$ cat src/rtl/calc_pkg.sv
// Shared definitions for the calculator command sequencer: opcodes, FSM state
// encoding, error-bit positions, the queued command layout and error masking.
package calc_pkg;

  localparam logic [3:0] OP_NOP    = 4'b0000;
  localparam logic [3:0] OP_GND    = 4'b0001;
  localparam logic [3:0] OP_ADD    = 4'b0010;
  localparam logic [3:0] OP_SUB    = 4'b0011;
  localparam logic [3:0] OP_MUL    = 4'b0100;
  localparam logic [3:0] OP_DIV    = 4'b0101;
  localparam logic [3:0] OP_MOD    = 4'b0110;
  localparam logic [3:0] OP_PRESET = 4'b1110;
  localparam logic [3:0] OP_RESET  = 4'b1111;

  localparam logic [1:0] ST_IDLE    = 2'd0;
  localparam logic [1:0] ST_ISSUE   = 2'd1;
  localparam logic [1:0] ST_SETTLE  = 2'd2;
  localparam logic [1:0] ST_RESPOND = 2'd3;

  localparam int ERR_OVF_BIT  = 0;
  localparam int ERR_DIV0_BIT = 1;

  localparam int CMD_W = 20;

  typedef struct packed {
    logic [3:0]  op;
    logic [15:0] data;
  } cmd_t;

  // Overflow only means something for ADD/SUB, divide-by-zero only for DIV/MOD.
  function automatic logic [1:0] mask_err(input logic [3:0] op, input logic [1:0] err);
    logic [1:0] m;
    m = '0;
    if (op == OP_ADD || op == OP_SUB) m[ERR_OVF_BIT]  = err[ERR_OVF_BIT];
    if (op == OP_DIV || op == OP_MOD) m[ERR_DIV0_BIT] = err[ERR_DIV0_BIT];
    return m;
  endfunction

endpackage

$ cat src/rtl/cmd_fifo.sv
// Synchronous command FIFO with power-of-two depth; pointers wrap naturally
// and a separate occupancy count drives full/empty.
module cmd_fifo #(
  parameter int DEPTH = 4,
  parameter int WIDTH = 20
) (
  input  logic                     i_clk,
  input  logic                     i_rst,
  input  logic                     i_push,
  input  logic                     i_pop,
  input  logic [WIDTH-1:0]         i_data,
  output logic [WIDTH-1:0]         o_data,
  output logic                     o_full,
  output logic                     o_empty,
  output logic [$clog2(DEPTH):0]   o_count
);

  localparam int AW = $clog2(DEPTH);

  logic [WIDTH-1:0] r_mem [DEPTH];
  logic [AW-1:0]    r_wr_ptr;
  logic [AW-1:0]    r_rd_ptr;
  logic [AW:0]      r_count;
  logic             w_do_push;
  logic             w_do_pop;

  assign w_do_push = i_push & ~o_full;
  assign w_do_pop  = i_pop  & ~o_empty;

  // NOTE: the storage array is deliberately not reset; r_count alone says which
  // entries are valid, so the array can map onto plain RAM.
  always_ff @(posedge i_clk) begin
    if (w_do_push) r_mem[r_wr_ptr] <= i_data;
  end

  // NOTE: sequential state uses non-blocking assignments so every flop samples
  // pre-edge values regardless of statement order.
  always_ff @(posedge i_clk or posedge i_rst) begin
    if (i_rst) begin
      r_wr_ptr <= '0;
      r_rd_ptr <= '0;
      r_count  <= '0;
    end else begin
      if (w_do_push) r_wr_ptr <= r_wr_ptr + AW'(1);
      if (w_do_pop)  r_rd_ptr <= r_rd_ptr + AW'(1);
      case ({w_do_push, w_do_pop})
        2'b10:   r_count <= r_count + (AW+1)'(1);
        2'b01:   r_count <= r_count - (AW+1)'(1);
        default: r_count <= r_count;
      endcase
    end
  end

  assign o_data  = r_mem[r_rd_ptr];
  assign o_full  = (r_count == (AW+1)'(DEPTH));
  assign o_empty = (r_count == '0);
  assign o_count = r_count;

endmodule

$ cat src/rtl/calc_sequencer.sv
// Queues calculator commands and runs them one at a time: issue for a single
// cycle, wait SETTLE cycles, then hold the result until it is consumed.
module calc_sequencer
  import calc_pkg::*;
#(
  parameter int DEPTH  = 4,
  parameter int SETTLE = 2
) (
  input  logic        i_clk,
  input  logic        i_rst,
  input  logic        i_cmd_valid,
  output logic        o_cmd_ready,
  input  logic [3:0]  i_cmd_op,
  input  logic [15:0] i_cmd_data,
  output logic [3:0]  o_calc_op,
  output logic [15:0] o_calc_in1,
  input  logic [31:0] i_calc_out,
  input  logic [1:0]  i_calc_err,
  output logic        o_rsp_valid,
  input  logic        i_rsp_ready,
  output logic [31:0] o_rsp_data,
  output logic [1:0]  o_rsp_err,
  output logic [3:0]  o_rsp_op,
  output logic        o_busy
);

  localparam int            CW          = (SETTLE > 1) ? $clog2(SETTLE) : 1;
  localparam logic [CW-1:0] SETTLE_LAST = CW'(SETTLE - 1);

  logic [1:0]            r_state;
  cmd_t                  r_cmd;
  logic [CW-1:0]         r_settle_cnt;
  logic [1:0]            r_err_cap;
  logic                  r_rsp_valid;
  logic [31:0]           r_rsp_data;
  logic [1:0]            r_rsp_err;
  logic [3:0]            r_rsp_op;

  cmd_t                  w_fifo_in;
  cmd_t                  w_fifo_out;
  logic                  w_fifo_full;
  logic                  w_fifo_empty;
  logic [$clog2(DEPTH):0] w_fifo_count;
  logic                  w_push;
  logic                  w_pop;

  assign w_fifo_in   = '{op: i_cmd_op, data: i_cmd_data};
  assign o_cmd_ready = ~i_rst & ~w_fifo_full;
  assign w_push      = i_cmd_valid & o_cmd_ready;
  assign w_pop       = (r_state == ST_IDLE) & ~w_fifo_empty;

  cmd_fifo #(
    .DEPTH (DEPTH),
    .WIDTH (CMD_W)
  ) u_cmd_fifo (
    .i_clk   (i_clk),
    .i_rst   (i_rst),
    .i_push  (w_push),
    .i_pop   (w_pop),
    .i_data  (w_fifo_in),
    .o_data  (w_fifo_out),
    .o_full  (w_fifo_full),
    .o_empty (w_fifo_empty),
    .o_count (w_fifo_count)
  );

  always_ff @(posedge i_clk or posedge i_rst) begin
    if (i_rst) begin
      r_state      <= ST_IDLE;
      r_cmd        <= '0;
      r_settle_cnt <= '0;
      r_err_cap    <= '0;
      r_rsp_valid  <= 1'b0;
      r_rsp_data   <= '0;
      r_rsp_err    <= '0;
      r_rsp_op     <= OP_NOP;
    end else begin
      case (r_state)
        ST_IDLE: begin
          if (w_pop) begin
            r_cmd   <= w_fifo_out;
            r_state <= ST_ISSUE;
          end
        end
        ST_ISSUE: begin
          // Error flags are only valid while the opcode is on the bus.
          r_err_cap    <= mask_err(r_cmd.op, i_calc_err);
          r_settle_cnt <= '0;
          r_state      <= ST_SETTLE;
        end
        ST_SETTLE: begin
          if (r_settle_cnt == SETTLE_LAST) begin
            r_rsp_data  <= i_calc_out;
            r_rsp_err   <= r_err_cap;
            r_rsp_op    <= r_cmd.op;
            r_rsp_valid <= 1'b1;
            r_state     <= ST_RESPOND;
          end else begin
            r_settle_cnt <= r_settle_cnt + CW'(1);
          end
        end
        ST_RESPOND: begin
          if (i_rsp_ready) begin
            r_rsp_valid <= 1'b0;
            r_state     <= ST_IDLE;
          end
        end
        default: r_state <= ST_IDLE;
      endcase
    end
  end

  assign o_calc_op   = (r_state == ST_ISSUE) ? r_cmd.op   : OP_NOP;
  assign o_calc_in1  = (r_state == ST_ISSUE) ? r_cmd.data : '0;
  assign o_rsp_valid = r_rsp_valid;
  assign o_rsp_data  = r_rsp_data;
  assign o_rsp_err   = r_rsp_err;
  assign o_rsp_op    = r_rsp_op;
  assign o_busy      = (r_state != ST_IDLE) | (w_fifo_count != '0);

endmodule

$ cat config.mk
export PLATFORM = sky130hd
export DESIGN_NAME = calc_sequencer
export DESIGN_NICKNAME = d
export VERILOG_FILES = /design/src/rtl/calc_pkg.sv /design/src/rtl/cmd_fifo.sv /design/src/rtl/calc_sequencer.sv
export SDC_FILE = /design/constraint.sdc
export NUM_CORES = 1
export LEC_CHECK = 0
export CORE_ASPECT_RATIO = 1.75
export CORE_MARGIN = 4
export CORE_UTILIZATION = 51
export DETAILED_ROUTE_END_ITERATION = 10
export PLACE_DENSITY_LB_ADDON = 0.08
export SYNTH_ARGS = -nofsm -noshare
export SYNTH_HDL_FRONTEND = slang
export SYNTH_SLANG_ARGS = --single-unit
$ cat constraint.sdc
create_clock -name i_clk -period 3.1 [get_ports i_clk]
set_input_delay 0.62 -clock i_clk [delete_from_list [all_inputs] [get_ports i_clk]]
set_output_delay 0.62 -clock i_clk [all_outputs]
set_load 0.05 [all_outputs]
# Word level (Yosys, flattened, before mapping)

Memories as Yosys holds them, arrays and structs flattened. A register that Yosys moved wholly into a read port is not among the register bits.
Cells that the tools add are included.
W data, S select, Z words.

Register bits: 51
Latch bits: 0
Memory bits (writable): 80
Memory bits (read-only): 0
Output and inout port bits: 61
Memories kept: 1

Memories:

| name             | words | width | rd ports | clocked after memory_dff | write ports | RTL line       | source |
|---|---|---|---|---|---|---|---|
| u_cmd_fifo.r_mem | 4     | 20    | 1        | 1                        | 1           | cmd_fifo.sv:20 | `logic [WIDTH-1:0] r_mem [DEPTH];` |

Add/subtract/negate cells: 5
Multipliers: 0
Div/mod/pow operators: 0
Magnitude comparators: 0
Equality and inequality tests: 13
Shifts and indexed selects: 0
Multiplexer cells: 16
Bitwise gates (word level): 9
Reduce and logical (&&, ||, !) cells: 13

Operators by type and width:

| kind                  | count |
|---|---|
| $mux W16              | 1 |
| $eq A4 B2 Y1 const B  | 2 |
| $eq A4 B3 Y1 const B  | 2 |
| $pmux W2 S4           | 1 |
| $reduce_bool A2 Y1    | 4 |
| $mux W1               | 7 |
| $eq A2 B2 Y1 const B  | 3 |
| $mux W2               | 3 |
| $pmux W3 S2           | 1 |
| $reduce_and A3 Y1     | 2 |
| $and A1 B1 Y1         | 5 |
| $add A2 B1 Y2 const B | 2 |
| $eq A2 B1 Y1 const B  | 2 |
| $mux W4               | 1 |
| $ne A2 B2 Y1 const B  | 2 |
| $pmux W1 S2           | 2 |
| $reduce_and A2 Y1     | 2 |
| $add A3 B1 Y3 const B | 1 |
| $eq A3 B3 Y1 const B  | 1 |
| $logic_not A3 Y1      | 1 |
| $not A1 Y1            | 3 |
| $reduce_bool A3 Y1    | 1 |
| $sub A3 B1 Y3 const B | 1 |
| $logic_not A2 Y1      | 1 |
| 4 further kinds       | 5 |

# Depth between registers and ports, before layout

Gate-level depths: netlist (run 1).

Depth after elaboration: 7
Gate-level depth with buffers: 11
Depth with buffers taken out: 10

# By module

A second synthesis (run 1) with hierarchy kept.

Cell total of the unflattened synthesis: 325
Area, all modules: 6,034.5 um2

By module, submodules not included:

| module         | times used | cells each | area each (um2) | sequential area each (um2) |
|---|---|---|---|---|
| cmd_fifo       | 1          | 142        | 3,335.7         | 2,577.5 |
| calc_sequencer | 1          | 183        | 2,698.8         | 1,601.5 |

# Worst setup path before layout (run 1)

OpenSTA, ideal clock, no wires.

Path type: flip-flop to flip-flop
From: reg r_state[0]
To: reg u_cmd_fifo.r_count[2], in the netlist u_cmd_fifo.o_count[2]
Arrival: 2.168 ns
Data required time: 3.021 ns
Path slack: 0.853 ns
Cell stages (with the launch flop): 12
Path buffers: 1
Clock period less this slack: 2.247 ns
Cells stage by stage: dfrtp_1 -> inv_1 -> ha_1 -> o31ai_2 -> inv_1 -> clkbuf_1 -> ha_1 -> inv_1 -> fa_1 -> xor2_1 -> nor2_1 -> xor2_1

Longest elaborated chain between the ends: 5
Elaborated cells on any way between the ends: 7
Classes of those cells: 2 x eq/ne; 1 x mux; 2 x bitwise; 2 x reduce/logical

RTL lines:

| element                                                  | RTL line             | source |
|---|---|---|
| start, declared                                          | calc_sequencer.sv:30 | `logic [1:0] r_state;` |
| start signal, assigned                                   | calc_sequencer.sv:69 | `r_state <= ST_IDLE;` |
| start signal, assigned                                   | calc_sequencer.sv:82 | `r_state <= ST_ISSUE;` |
| start signal, assigned                                   | calc_sequencer.sv:89 | `r_state <= ST_SETTLE;` |
| $logic_not A2 Y1 (*)                                     | calc_sequencer.sv:50 | `assign w_pop = (r_state == ST_IDLE) & ~w_fifo_empty;` |
| $and A1 B1 Y1 (*)                                        | calc_sequencer.sv:50 |  |
| $and A1 B1 Y1 (*)                                        | cmd_fifo.sv:28       | `assign w_do_pop = i_pop & ~o_empty;` |
| net u_cmd_fifo.w_do_pop                                  | cmd_fifo.sv:25       | `logic w_do_pop;` |
| $eq A2 B1 Y1 / $eq A2 B2 Y1 (equally long branches)      | cmd_fifo.sv:46       | `case ({w_do_push, w_do_pop})` |
| $pmux W3 S2 / $reduce_bool A2 Y1 (equally long branches) | n/a                  |  |
| end signal, assigned                                     | cmd_fifo.sv:47       | `2'b10: r_count <= r_count + (AW+1)'(1);` |
| end signal, assigned                                     | cmd_fifo.sv:48       | `2'b01: r_count <= r_count - (AW+1)'(1);` |
| end signal, assigned                                     | cmd_fifo.sv:49       | `default: r_count <= r_count;` |
| end, declared                                            | cmd_fifo.sv:23       | `logic [AW:0] r_count;` |

Mark *: on every way through the listed nets, which the timed path passes. The rest lies on a longest branch.
A chain may end at the register's enable or synchronous reset.

# Worst setup path after layout (run 1)

From: reg r_state[1]
To: out o_calc_op[0]

Longest elaborated chain between the ends: 2

RTL lines:

| element       | RTL line              | source |
|---|---|---|
| $eq A2 B1 Y1  | calc_sequencer.sv:113 | `assign o_calc_op = (r_state == ST_ISSUE) ? r_cmd.op : OP_NOP;` |
| $mux W4       | calc_sequencer.sv:113 |  |
| end, declared | calc_sequencer.sv:15  | `output logic [3:0] o_calc_op,` |

No other way between the ends.

==> results by group, run 1 <==
Drt
  – Initial DRC count: 120
  – Avg WL per Cell: 17.2 um
  – Router iterations before antenna repair: 6
  – Top Layer Used: met4
  – Routed WL: roughly 11,000 um
  – ANT nets after route: 0
  – Vias: 3,366
  – M1 wire length: approximately 4400 um
  – WL met3: roughly 660 um
  – DR WL met2: between 5000 and 6000 um
  – Vias per cell: 5.20
  – Post-route DRC: 0

Critical path
  – CP delay by family, top: buffers and inverters
  – Crit. End Element: output port
  – Crit path cell chain: inv_1 -> ha_1 -> and2_1 -> clkdlybuf4s50_1
  – CP startpoint kind: flop
  – Max incr delay on CP: 800 ps
  – Crit-path slowest cell: clkdlybuf4s50_1
  – Crit-path max FO: 5
  – CP required: ~2500 ps
  – Critical path type: flop to output port
  – CP bufs+invs: 2
  – Crit path arrival time: roughly 2100 ps

Final layout
  – Share of layout cells above drive strength 1: between 20% and 30%
  – Antenna cells: 0
  – Fillers: 789
  – Nets: 571
  – Area added between synthesis and finish: 32.2%
  – Storage element area: about 0.0042 sq mm
  – Final cell utilization of the core: 69.7%
  – Post-route cell area: 0.00783 sq mm
  – Multi-input logic area: 0.00163 sq mm

Clock tree
  – Post CTS Setup Buffer Count: 0
  – Root Driver: clkbuf_16
  – Cts bufs inserted: 17
  – Clock H-tree levels: 4
  – Clock sinks: 151
  – Clock Path Buffers: 2
  – PostCTS Resize Cnt: 0
  – # hold bufs at CTS: 0
  – CTS tree: built
  – Clock Pin Slew Worst Setup and Hold Paths: 60 ps
  – Clock Latency Late Sink: approximately 400 ps

Worst hold path
  – HP Class: flop to flop

STA
  – Count of pins over their slew limit: 0
  – Final hold vios: 0
  – Total negative slack: 0 ps
  – Rel. slew slack: about a third
  – Min Tclk post-route: about 2800 ps
  – Setup repair after global routing missed its margin: no
  – Final setup skew: approximately 10 ps
  – Final worst path period share: 88.7%
  – Fmax: 364 MHz
  – Final Setup Violations: 0
  – Slew @ Worst Pin: 971 ps

Floorplanning
  – Initial core utilization: 52.8%
  – Die area: roughly 0.013 sq mm
  – Die X: 89.5 um
  – Core Footprint: ~0.011 sq mm
  – Std cell rows: 51
  – Die height: ~150 um
  – Ports: about 120

Logic synthesis
  – Synth warn: 0
  – Synth Instances: 369
  – Most common cell in the netlist: edfxtp_1
  – Post-synth EDFFs: 80
  – Register area share after synthesis: between 70% and 80%
  – Syn Area/Cell: 16.1 sq um
  – Leading area contributor after synthesis: edfxtp_1
  – Share of the synthesized area in the top cell type: 40.5%
  – Number of synthesized register bits: roughly 150
  – Ys flop type: edfxtp_1
  – Top cell types by occurrence after synthesis: edfxtp_1 (80), dfrtp_1 (71), nand2_1 (68)
  – Dominant cells by area after synthesis: edfxtp_1 (41%), dfrtp_1 (30%), mux4_2 (7.6%), mux2_2 (6.8%), nand2_1 (4.3%)
  – Yosys cell types: 27
  – Mapped Area: 0.00593 sq mm
  – Post-synthesis net count: between 400 and 500
  – Async set or reset register ratio after synthesis: 47.0%

Global routing
  – GRT Util Overall: 17.7%
  – Antenna violations before repair: 0
  – First-pass GRT wire length: 17,700 um
  – Total gr overflow: 0
  – Largest net degree at the start of global routing: 41
  – Vias in the first global route: 3,524

Flow run
  – Max-cap viol count: 0

Power and ir drop
  – Worst vdd ir: 0.729 mV
  – Power Density: 1100 mW/mm^2
  – Leakage: 3.14 nW

Placed design
  – Routability-driven placement congestion ratio: 0.753
  – Dpl hpwl: between 7000 and 8000 um
  – Port bufs: 118
  – Dpl cell area: 0.00726 sq mm

Status
  – Status: finished, final reports clean
-- per-stage QoR --
| step | total power [mW] | hold WS (ps) | setup slack (ps) | std cells |
|---|---|---|---|---|
| final | 8.58 | 467 | 349 | 647 |
| after global routing | 9.06 | 500 | 229 | 647 |
| after CTS | 8.71 | 470 | 280 | 647 |
| after detailed placement | 6.73 | 454 | 423 | 615 |
| after global placement | 6.63 | 450 | 455 | 615 |
| after floorplan | 5.57 | 438 | 683 | 369 |
-- worst reg2reg max path: stages, from the launching register on --
cell     delay, ps
dfrtp_1        460
o31ai_4        820
inv_1          160
ha_1           280
inv_1           70
fa_1           180
xor2_1         160
nor2_1          70
xor2_1         140
-- state kept, by name, summed over array words and instances (netlist names) --
register	cells
o_rsp_data	32
o_rsp_err	2
o_rsp_op	4
o_rsp_valid	1
r_cmd	20
r_err_cap	2
r_settle_cnt	1
r_state	2
u_cmd_fifo.o_count	3
u_cmd_fifo.r_mem	80
u_cmd_fifo.r_rd_ptr	2
u_cmd_fifo.r_wr_ptr	2
-- placed cells by master (no fill, tap or decap), drive strengths merged --
cell           netlist  final
mux2                38     38
clkinvlp             0      4
o21ai                5      5
and2                24     24
a222oi               1      1
nor2                 5      5
a211oi               1      1
o31ai                1      1
fa                   1      1
xor2                 2      2
nor3                 1      1
nand4                1      1
nand4b               1      1
inv                 15     21
clkbuf               7     17
ha                  10     10
mux4                20     20
dfrtp               71     71
edfxtp              80     80
clkinv               0      4
a21oi                2      2
a22o                 1      1
clkdlybuf4s50        0    102
buf                  7     26
mux2i                1      1
o22ai                1      1
bufinv               0      1
xnor2                5      5
nand2               68     68
-- metal layers --
layer / vias up / global-route usage, %
met5: - / 0
met4: 0 / 6.71
met3: 14 / 4.33
met2: 103 / 30.8
met1: 1674 / 20.7
li1: 1575 / -
-- power by group --
part           internal [mW]  total (mW)  switching (mW)
Combinational           1.41        3.58            2.17
Sequential              2.71        3.06           0.352
Clock                   1.12        1.94           0.824
Total                   5.24        8.58            3.34
-- layout make-up --
cell class                      count  area share (%)
Clock buffer                       17            5.43
Clock inverter                     15            1.84
Inverter                           15           0.719
Multi-Input combinational cell    189            20.9
Sequential cell                   151            53.4
Tap cell                          132            2.11
Timing Repair Buffer              128            15.7
-- worst paths after layout --
kind,slack (ps),cells after the start,startpoint,endpoint
setup / recovery,350,4,r_state[1],o_calc_op[0]
hold / removal,470,2,r_cmd[12],r_cmd[12]
setup reg to reg,650,8,u_cmd_fifo.o_count[2],u_cmd_fifo.o_count[2]
hold reg to reg,470,2,r_cmd[12],r_cmd[12]
max in group asynchronous,1740,3,i_rst,o_rsp_data[9]
min in group asynchronous,670,2,i_rst,u_cmd_fifo.r_wr_ptr[0]
-- cell families (layout without fill, tap and decap cells) --
group                    count (synthesis)  count (layout)  share of synthesized area [%]
AO/OA/AOI/OAI                           12              12                           1.44
XOR/XNOR                                 7               7                           1.03
adder cells (fa/ha/maj)                 11              11                           2.45
buffers and inverters                   29             175                           2.07
flip-flops                             151             151                           70.5
multiplexers                            59              59                           15.0
AND/OR/NAND/NOR                        100             100                           7.50
Power figures use the tool's default switching activity.
==> run 2, diff against run 1 <==
Settings changed: MAX_ROUTING_LAYER set to met4.
==> run 2 against run 1 <==
  * Worst setup slack worse by 3.2 ps
  * First-iteration DRC count shrank 0.83%
  * Combinational power about the same
  * Total power hardly changed
  * Critical endpoint unchanged
  * Highest routed layer unchanged
==> results by group, run 2 (synthesized netlist as in run 1, its figures left out) <==
Status
  – Status: finished, final reports clean (unchanged)

Critical path
  – Reg2reg end: u_cmd_fifo.o_count[2] (unchanged)
  – Max incr delay on CP: 800 ps (about the same)
  – Crit path arrival time: 2130 ps (about the same)
  – Worst R2R Start: u_cmd_fifo.o_count[2] (unchanged)
  – Crit path cell chain: inv_1 -> ha_1 -> and2_1 -> clkdlybuf4s50_1 (unchanged)
  – Register-to-Register Path Depth: 8 (unchanged)
  – Crit-path slowest cell: clkdlybuf4s50_1 (unchanged)
  – Crit-path max FO: 5 (unchanged)
  – Crit. End Element: output port (unchanged)
  – CP delay by family, top: buffers and inverters (unchanged)
  – Critical path type: flop to output port (unchanged)
  – Reg2reg setup slack: 650 ps (about the same)
  – CP required: 2480 ps (about the same)
  – CP bufs+invs: 2 (unchanged)
  – CP startpoint kind: flop (unchanged)

Clock tree
  – PostCTS Resize Cnt: 0 (unchanged)
  – # hold bufs at CTS: 0 (unchanged)
  – Root Driver: clkbuf_16 (unchanged)
  – Clock Pin Slew Worst Setup and Hold Paths: 60 ps (about the same)
  – Clock H-tree levels: 4 (unchanged)
  – Post CTS Setup Buffer Count: 0 (unchanged)
  – CTS tree: built (unchanged)
  – Clock Latency Late Sink: 410 ps (about the same)
  – Cts bufs inserted: 17 (unchanged)
  – Clock Path Buffers: 2 (unchanged)
  – Clock sinks: 151 (unchanged)

Global routing
  – GRT Util Overall: 18.2% (was 17.7%)
  – Antenna violations before repair: 0 (unchanged)
  – First-pass GRT wire length: 17,700 um (about the same)
  – Total gr overflow: 0 (unchanged)
  – Vias in the first global route: 3,528 (was 3,524)
  – Largest net degree at the start of global routing: 41 (unchanged)

STA
  – Setup repair after global routing missed its margin: no (unchanged)
  – Count of pins over their slew limit: 0 (unchanged)
  – Rel. slew slack: 35.6% (was 35.2%)
  – Slew @ Worst Pin: 966 ps (was 971 ps)
  – Setup ws final: 346 ps (was 349 ps)
  – Total negative slack: 0 ps (unchanged)
  – Fmax: 363 MHz (was 364 MHz)
  – Min Tclk post-route: 2750 ps (about the same)
  – Final hold vios: 0 (unchanged)
  – Final setup skew: 9.81 ps (was 10.4 ps)
  – Final worst path period share: 88.8% (was 88.7%)
  – Final Setup Violations: 0 (unchanged)

Drt
  – ANT nets after route: 0 (unchanged)
  – Initial DRC count: 119 (was 120)
  – Avg WL per Cell: 17.2 um (about the same)
  – Vias per cell: 5.20 (about the same)
  – Routed WL: 11,100 um (about the same)
  – Vias: 3,365 (was 3,366)
  – Router iterations before antenna repair: 5 (was 6)
  – Post-route DRC: 0 (unchanged)

Placed design
  – Cells after DPL: 615 (unchanged)
  – Port bufs: 118 (unchanged)
  – Post-place setup slack: 423 ps (unchanged)
  – Routability-driven placement congestion ratio: 0.763 (was 0.753)
  – Dpl hpwl: 7690 um (unchanged)

Final layout
  – Share of layout cells above drive strength 1: 22.5% (unchanged)
  – Area added between synthesis and finish: 32.2% (unchanged)
  – Commonest non-fill, non-tap cell in the layout: clkdlybuf4s50_1 (unchanged)
  – Nets: 571 (unchanged)
  – Fillers: 789 (unchanged)
  – Most frequent cells in the layout: clkdlybuf4s50_1 (102), edfxtp_1 (80), dfrtp_1 (71) (unchanged)
  – Finished Layout Cells: 647 (unchanged)
  – Max reg flops: 80 (unchanged)
  – Largest reg by FF count: u_cmd_fifo.r_mem (unchanged)
  – Antenna cells: 0 (unchanged)

Floorplanning
  – Initial core utilization: 52.8% (unchanged)
  – Die X: 89.5 um (unchanged)
  – Die height: 151 um (unchanged)
  – Die area: 0.0135 sq mm (unchanged)
  – Std cell rows: 51 (unchanged)
  – Core Footprint: 0.0112 sq mm (unchanged)
  – Ports: 119 (unchanged)

Flow run
  – Max-cap viol count: 0 (unchanged)

Worst hold path
  – Min-delay src: r_cmd[12] (unchanged)
  – HP Class: flop to flop (unchanged)
  – Hold endpoint: r_cmd[12] (unchanged)
  – Worst Hold Depth: 2 (unchanged)

Power and ir drop
  – Worst vdd ir: 0.729 mV (about the same)
  – Leakage: 3.14 nW (unchanged)
  – Power Density: 1100 mW/mm^2 (about the same)
## run 2: worst max-delay path by stage
stage,from,end,depth (start not counted),slack (ps)
after floorplan,i_rst,o_rsp_data[0],1,680
after global placement,i_rst,o_cmd_ready,3,460
after detailed placement,i_rst,o_cmd_ready,3,420
after CTS,r_state[1],o_calc_op[0],4,280
after global routing,r_state[1],o_calc_op[0],4,230
final,r_state[1],o_calc_op[0],4,350
## run 2: metrics by stage
| step | area [sq um] | utilization, % | hold slack, ps | power [mW] |
|---|---|---|---|---|
| final | 7830 | 69.7 | 467 | 8.58 |
| after global routing | 7830 | 69.7 | 500 | 9.07 |
| after CTS | 7830 | 69.7 | 470 | 8.71 |
| after detailed placement | 7260 | 64.7 | 454 | 6.73 |
| after global placement | 7260 | 64.7 | 450 | 6.63 |
| after floorplan | 5930 | - | 438 | 5.57 |
## run 2: cell type report
type	instances	area [sq um]	share of cell area (%)
inverters	15	56.3	0.719
clock buffers	17	425	5.43
well taps	132	165	2.11
flip-flops and latches	151	4180	53.4
repair buffers	128	1230	15.7
clock inverters	15	144	1.84
multi-input cells	189	1630	20.9
## run 2: worst min-delay path, stage by stage, from the launching register on
cell	delay, ps
dfrtp_1	340
nand2_1	50
nand2_1	50
## run 2: layer usage
layer | part of all wire [%] | GRT usage, % | wire, um
met1 | 39 | 20.9 | 4350
met2 | 54 | 30.8 | 5950
met3 | 5.7 | 4.11 | 630
met4 | 1.6 | 6.71 | 183
met5 | 0 | - | 0
## run 2: power by group
group          leakage [nW]  internal, mW  switching (mW)  total, mW
Sequential             1.58          2.71           0.351       3.06
Combinational          1.29          1.41            2.17       3.58
Clock                 0.268          1.12           0.824       1.94
==> patch 1 (flow settings as in run 1) <==
Set the parameter `SETTLE` to 4 (it was 2).
--- a/src/rtl/calc_sequencer.sv
+++ b/src/rtl/calc_sequencer.sv
@@ -4,7 +4,7 @@
   import calc_pkg::*;
 #(
   parameter int DEPTH  = 4,
-  parameter int SETTLE = 2
+  parameter int SETTLE = 4
 ) (
   input  logic        i_clk,
   input  logic        i_rst,
Check against the original RTL: not equivalent (a bounded check fails within 10 cycles, from zero or initial values and one cycle with i_rst high).
==> patch 1 against run 1 <==
Total power grew 0.68%. Critical path depth stayed put. Final area rose by 1.1%. Sequential cell count is 1 higher. Routed wire length is 2.8% lower. Sequential power grew 2%. Largest cell class unchanged. Clock power is 2% higher. Area after synthesis rose by 1.9%. Setup slack improved by 0.088 ns. Via count decreased by 1.1%. First-iteration DRC count rose by 28%. Final cell count increased by 0.77%.
==> patch 1: results (changes against run 1) <==
- Multi-In Gates: 193 (+2.1%)
- Placed insts: 620 (+0.81%)
- Largest net degree at the start of global routing: 42 (+2.4%)
- FF+latch count, synth: 152 (+0.66%)
- NonClk Buf Share: 15.1% (-0.57 points)
- Sw Ratio: 39.6% (+0.65 points)
- Yosys cell types: 33 (+22%)
- Crit path max-delay cell type: or4b_4
- Leak pwr: 3.18 nW (+1.5%)
- 1st-iter DRT viols: 153 (+28%)
- CP max FO: 4 (-1)
- Synth area leaders: edfxtp_1 (40%), dfrtp_1 (30%), mux4_2 (7.5%), mux2_2 (6.7%), nand2_1 (4.0%)
- Proportion of cell area occupied by multi-input gates: 21.6% (+0.76 points)
- Clock network area share: 7.30% (+0.035 points)
- Synth-to-layout area growth: 31.0%
- Dpl cell area: 7330 sq um (+0.98%)
- Clk pwr share: 23.0% (+0.3 points)
- CP top delay family: simple AND/OR/NAND/NOR gates
- Non-clock buffers: 125 (-2.3%)
- Register area: 4200 sq um (+0.60%)
- Synth Net Count: 444 (+1.4%)
- Asr flop ratio synth: 47.4% (+0.35 points)
- Post-synth top cells: edfxtp_1 (80), dfrtp_1 (72), nand2_1 (65), mux2_2 (36)
- Initial DRT Pass Iterations: 4 (-2)
- GP Congestion: 0.745 (-1.1%)
- Relative slew slack: 39.1% (+3.9 points)
- All-Layer GR Usage: 17.2% (-0.50 points)
- HPWL after DPL: 7540 um (-2.1%)
- Status: finished clean
- Worst slack, placed: 0.458 ns (+0.0352 ns)
- Clock Skews: 0.0108 ns (+0.000419 ns)
- Register area share after synthesis: 69.6% (-0.93 points)
- Fin cells: 652 (+0.77%)
- Routed len/inst: 16.6 um (-3.5%)
patch 1: changes by cell type in the layout (fill, tap and decap cells not counted), moves of 3 or more:
cell             delta
and2_1              -4
and2_2              +4
clkdlybuf4s50_1     -6
clkinvlp_4          -3
inv_8               +4
nand2_1             -3
patch 1: through the flow:
stage,hold slack (ns),util (%),power (mW)
final,0.468,68.3,8.64
after global routing,0.480,68.3,9.12
after floorplan,0.438,-,5.64
after detailed placement,0.455,63.3,6.76
after CTS,0.471,68.3,8.76
after global placement,0.450,63.3,6.65
patch 1: metal layers:
layer	global-route usage [%]	part of all wire, %	up-vias
met5	0	0	-
met4	7.01	1.5	0
met3	5.34	4.8	13
met2	29.0	52	98
met1	20.4	41	1618
li1	-	-	1599
patch 1: final timing paths:
| path | from | to | slack [ns] | cells past startpoint |
|---|---|---|---|---|
| max reg2reg | u_cmd_fifo.o_count[2] | u_cmd_fifo.o_count[1] | 0.64 | 6 |
| max in group asynchronous | i_rst | r_state[0] | 1.79 | 3 |
| min reg2reg | r_cmd[11] | r_cmd[11] | 0.47 | 2 |
| max | r_state[0] | o_busy | 0.44 | 4 |
| min in group asynchronous | i_rst | o_rsp_data[22] | 0.71 | 2 |
| min | r_cmd[11] | r_cmd[11] | 0.47 | 2 |
patch 1: logic make-up (layout without fill, tap and decap cells):
family | after synthesis | in the layout | share of synthesized area (%)
xor gates and xnor gates | 8 | 8 | 1.16
muxes | 58 | 58 | 14.6
buffers and inverters | 29 | 172 | 2.09
DFF | 152 | 152 | 69.6
AOI/OAI and AO/OA | 17 | 17 | 2.38
and+or+nand+nor | 98 | 98 | 7.56
adders and majority gates | 12 | 12 | 2.61
==> patch 2 (flow settings as in run 1) <==
Made on the original files. Register the output `o_rsp_err` once more, cleared by the reset; this adds one clock of latency there. The other outputs are not delayed to match.
--- a/src/rtl/calc_sequencer.sv
+++ b/src/rtl/calc_sequencer.sv
@@ -114,7 +114,13 @@
   assign o_calc_in1  = (r_state == ST_ISSUE) ? r_cmd.data : '0;
   assign o_rsp_valid = r_rsp_valid;
   assign o_rsp_data  = r_rsp_data;
-  assign o_rsp_err   = r_rsp_err;
+  always_ff @(posedge i_clk or posedge i_rst) begin
+    if (i_rst) begin
+      o_rsp_err <= '0;
+    end else begin
+      o_rsp_err <= r_rsp_err;
+    end
+  end
   assign o_rsp_op    = r_rsp_op;
   assign o_busy      = (r_state != ST_IDLE) | (w_fifo_count != '0);
 
Check against the original RTL: not equivalent (Yosys sat finds a counterexample within 10 cycles, from zero or initial values and one cycle with i_rst high).
==> patch 2 against run 1 <==
Routed wire length down 4.0%. Total power up 1.0%. Sequential cell count up 2. Area after synthesis up 0.84%. First-iteration DRC count down 20%. Maximum frequency down 2.7%. Final area up 0.94%. Setup slack worse by 0.077 ns. Largest cell class unchanged.
==> patch 2: results (changes against run 1) <==
- Status: finished clean
- Psw: 3.31 mW (-0.99%)
- Multi-input gate area: 1620 sq um (-0.54%)
- Initial antenna violation count: 0 (unchanged)
- I/O Buffers: 118 (unchanged)
- Post-synthesis average cell area: 16.1 sq um (+0.30%)
- Placed insts: 620 (+0.81%)
- Yosys cell types: 27 (unchanged)
- Worst-path clk slew: 0.06 ns (about the same)
- Post-synth EDFFs: 80 (unchanged)
- GP Congestion: 0.695 (-7.7%)
- HPWL after DPL: 7440 um (-3.3%)
- DRT Wirelength: 10,700 um (-4.0%)
- Clock Tree Buf Depth: 2 (unchanged)
- Synth area leaders: edfxtp_1 (40%), dfrtp_1 (31%), mux4_2 (7.5%), mux2_2 (6.8%), nand2_1 (4.3%)
- Min-delay src: r_rsp_err[1]
- Synthesis warning total: 0 (unchanged)
- CTS Buf Count: 17 (unchanged)
- Critical Path AT: 2.21 ns (+0.08 ns)
- Synth Net Count: 440 (+0.46%)
- CP max FO: 9 (+4)
- Post-CTS setup buffer count: 0 (unchanged)
- Register area share after synthesis: 70.8% (+0.25 points)
- Grt ovf: 0 (unchanged)
- First-pass GRT wire length: 17,800 um (+0.50%)
- Share of post-route cells with drive strength above 1: 21.9% (-0.67 points)
- Asr flop ratio synth: 47.7% (+0.69 points)
- FILL cells: 810 (+2.7%)
- Initial DRT Pass Iterations: 4 (-2)
- Relative slew slack: 35.3% (+0.089 points)
- 1st-iter DRT viols: 96 (-20%)
- Peak supply drop: 552 uV (-24%)
- Largest net degree at the start of global routing: 50 (+22%)
- All-Layer GR Usage: 17.0% (-0.70 points)
- Fin cells: 652 (+0.77%)
- Post-CTS Resized: 0 (unchanged)
- Final net count: 573 (+0.35%)
- Worst Hold Class: reg -> reg
- Clock Skews: 0.00948 ns (-0.000947 ns)
- Leak pwr: 3.17 nW (+1.0%)
- Via Count: 3,329 (-1.1%)
- Worst slack, placed: 0.523 ns (+0.100 ns)
- Vias in the first global route: 3,542 (+0.51%)
- Critical Path Source: r_state[1]
- Clock Latency Late Sink: 0.41 ns (about the same)
- Dpl cell area: 7310 sq um (+0.72%)
- Post-synth top cells: edfxtp_1 (80), dfrtp_1 (73), nand2_1 (68), mux2_2 (36), and2_1 (24)
- Max FFs per register: 80 (unchanged)
- Worst r2r src: r_state[0]
[patch 2: logic make-up after synthesis]
logic type | Yosys count | share of synthesized area (%)
flip-flops | 153 | 70.8
XOR/XNOR | 7 | 1.03
multiplexers | 59 | 14.9
adder cells (fa/ha/maj) | 11 | 2.43
AND/OR/NAND/NOR | 100 | 7.43
buffers and inverters | 29 | 2.05
AO/OA/AOI/OAI | 12 | 1.42
[patch 2: final cells by class]
cell class | instances | area share [%]
clock inverters | 15 | 2.09
flip-flops and latches | 153 | 53.5
inverters | 15 | 0.712
multi-input cells | 189 | 20.5
well taps | 135 | 2.14
clock buffers | 17 | 5.38
repair buffers | 128 | 15.6
[patch 2: worst paths after layout]
path | depth (start not counted) | slack (ns) | to
max in group asynchronous | 3 | 1.81 | o_rsp_data[28]
worst min-delay path | 0 | 0.38 | o_rsp_err[1]
worst max register to register | 11 | 0.85 | u_cmd_fifo.o_count[2]
worst max-delay path | 4 | 0.27 | o_calc_op[1]
min in group asynchronous | 2 | 0.65 | o_rsp_data[23]
worst min register to register | 0 | 0.38 | o_rsp_err[1]
[patch 2: power groups by stage]
stage	Sequential (mW)	Combinational (mW)	Clock, mW
floorplan	3.92	1.68	0
global placement	3.11	3.54	0
detailed placement	3.13	3.61	0
CTS	3.10	3.63	2.07
global route	3.16	3.82	2.16
finish	3.09	3.56	2.02
[patch 2: metal layers]
layer,GRT usage [%],up-vias,part of all wire (%)
met5,0,-,0
met4,6.68,0,1.2
met3,4.97,14,5.4
met2,30.5,94,54
met1,19.2,1634,40
li1,-,1587,-
[patch 2: worst max-delay path: stages, from the launching register on]
cell and delay, ns:
dfrtp_1 0.41, inv_1 0.11, ha_1 0.29, and2_1 0.19, clkdlybuf4s50_1 0.80
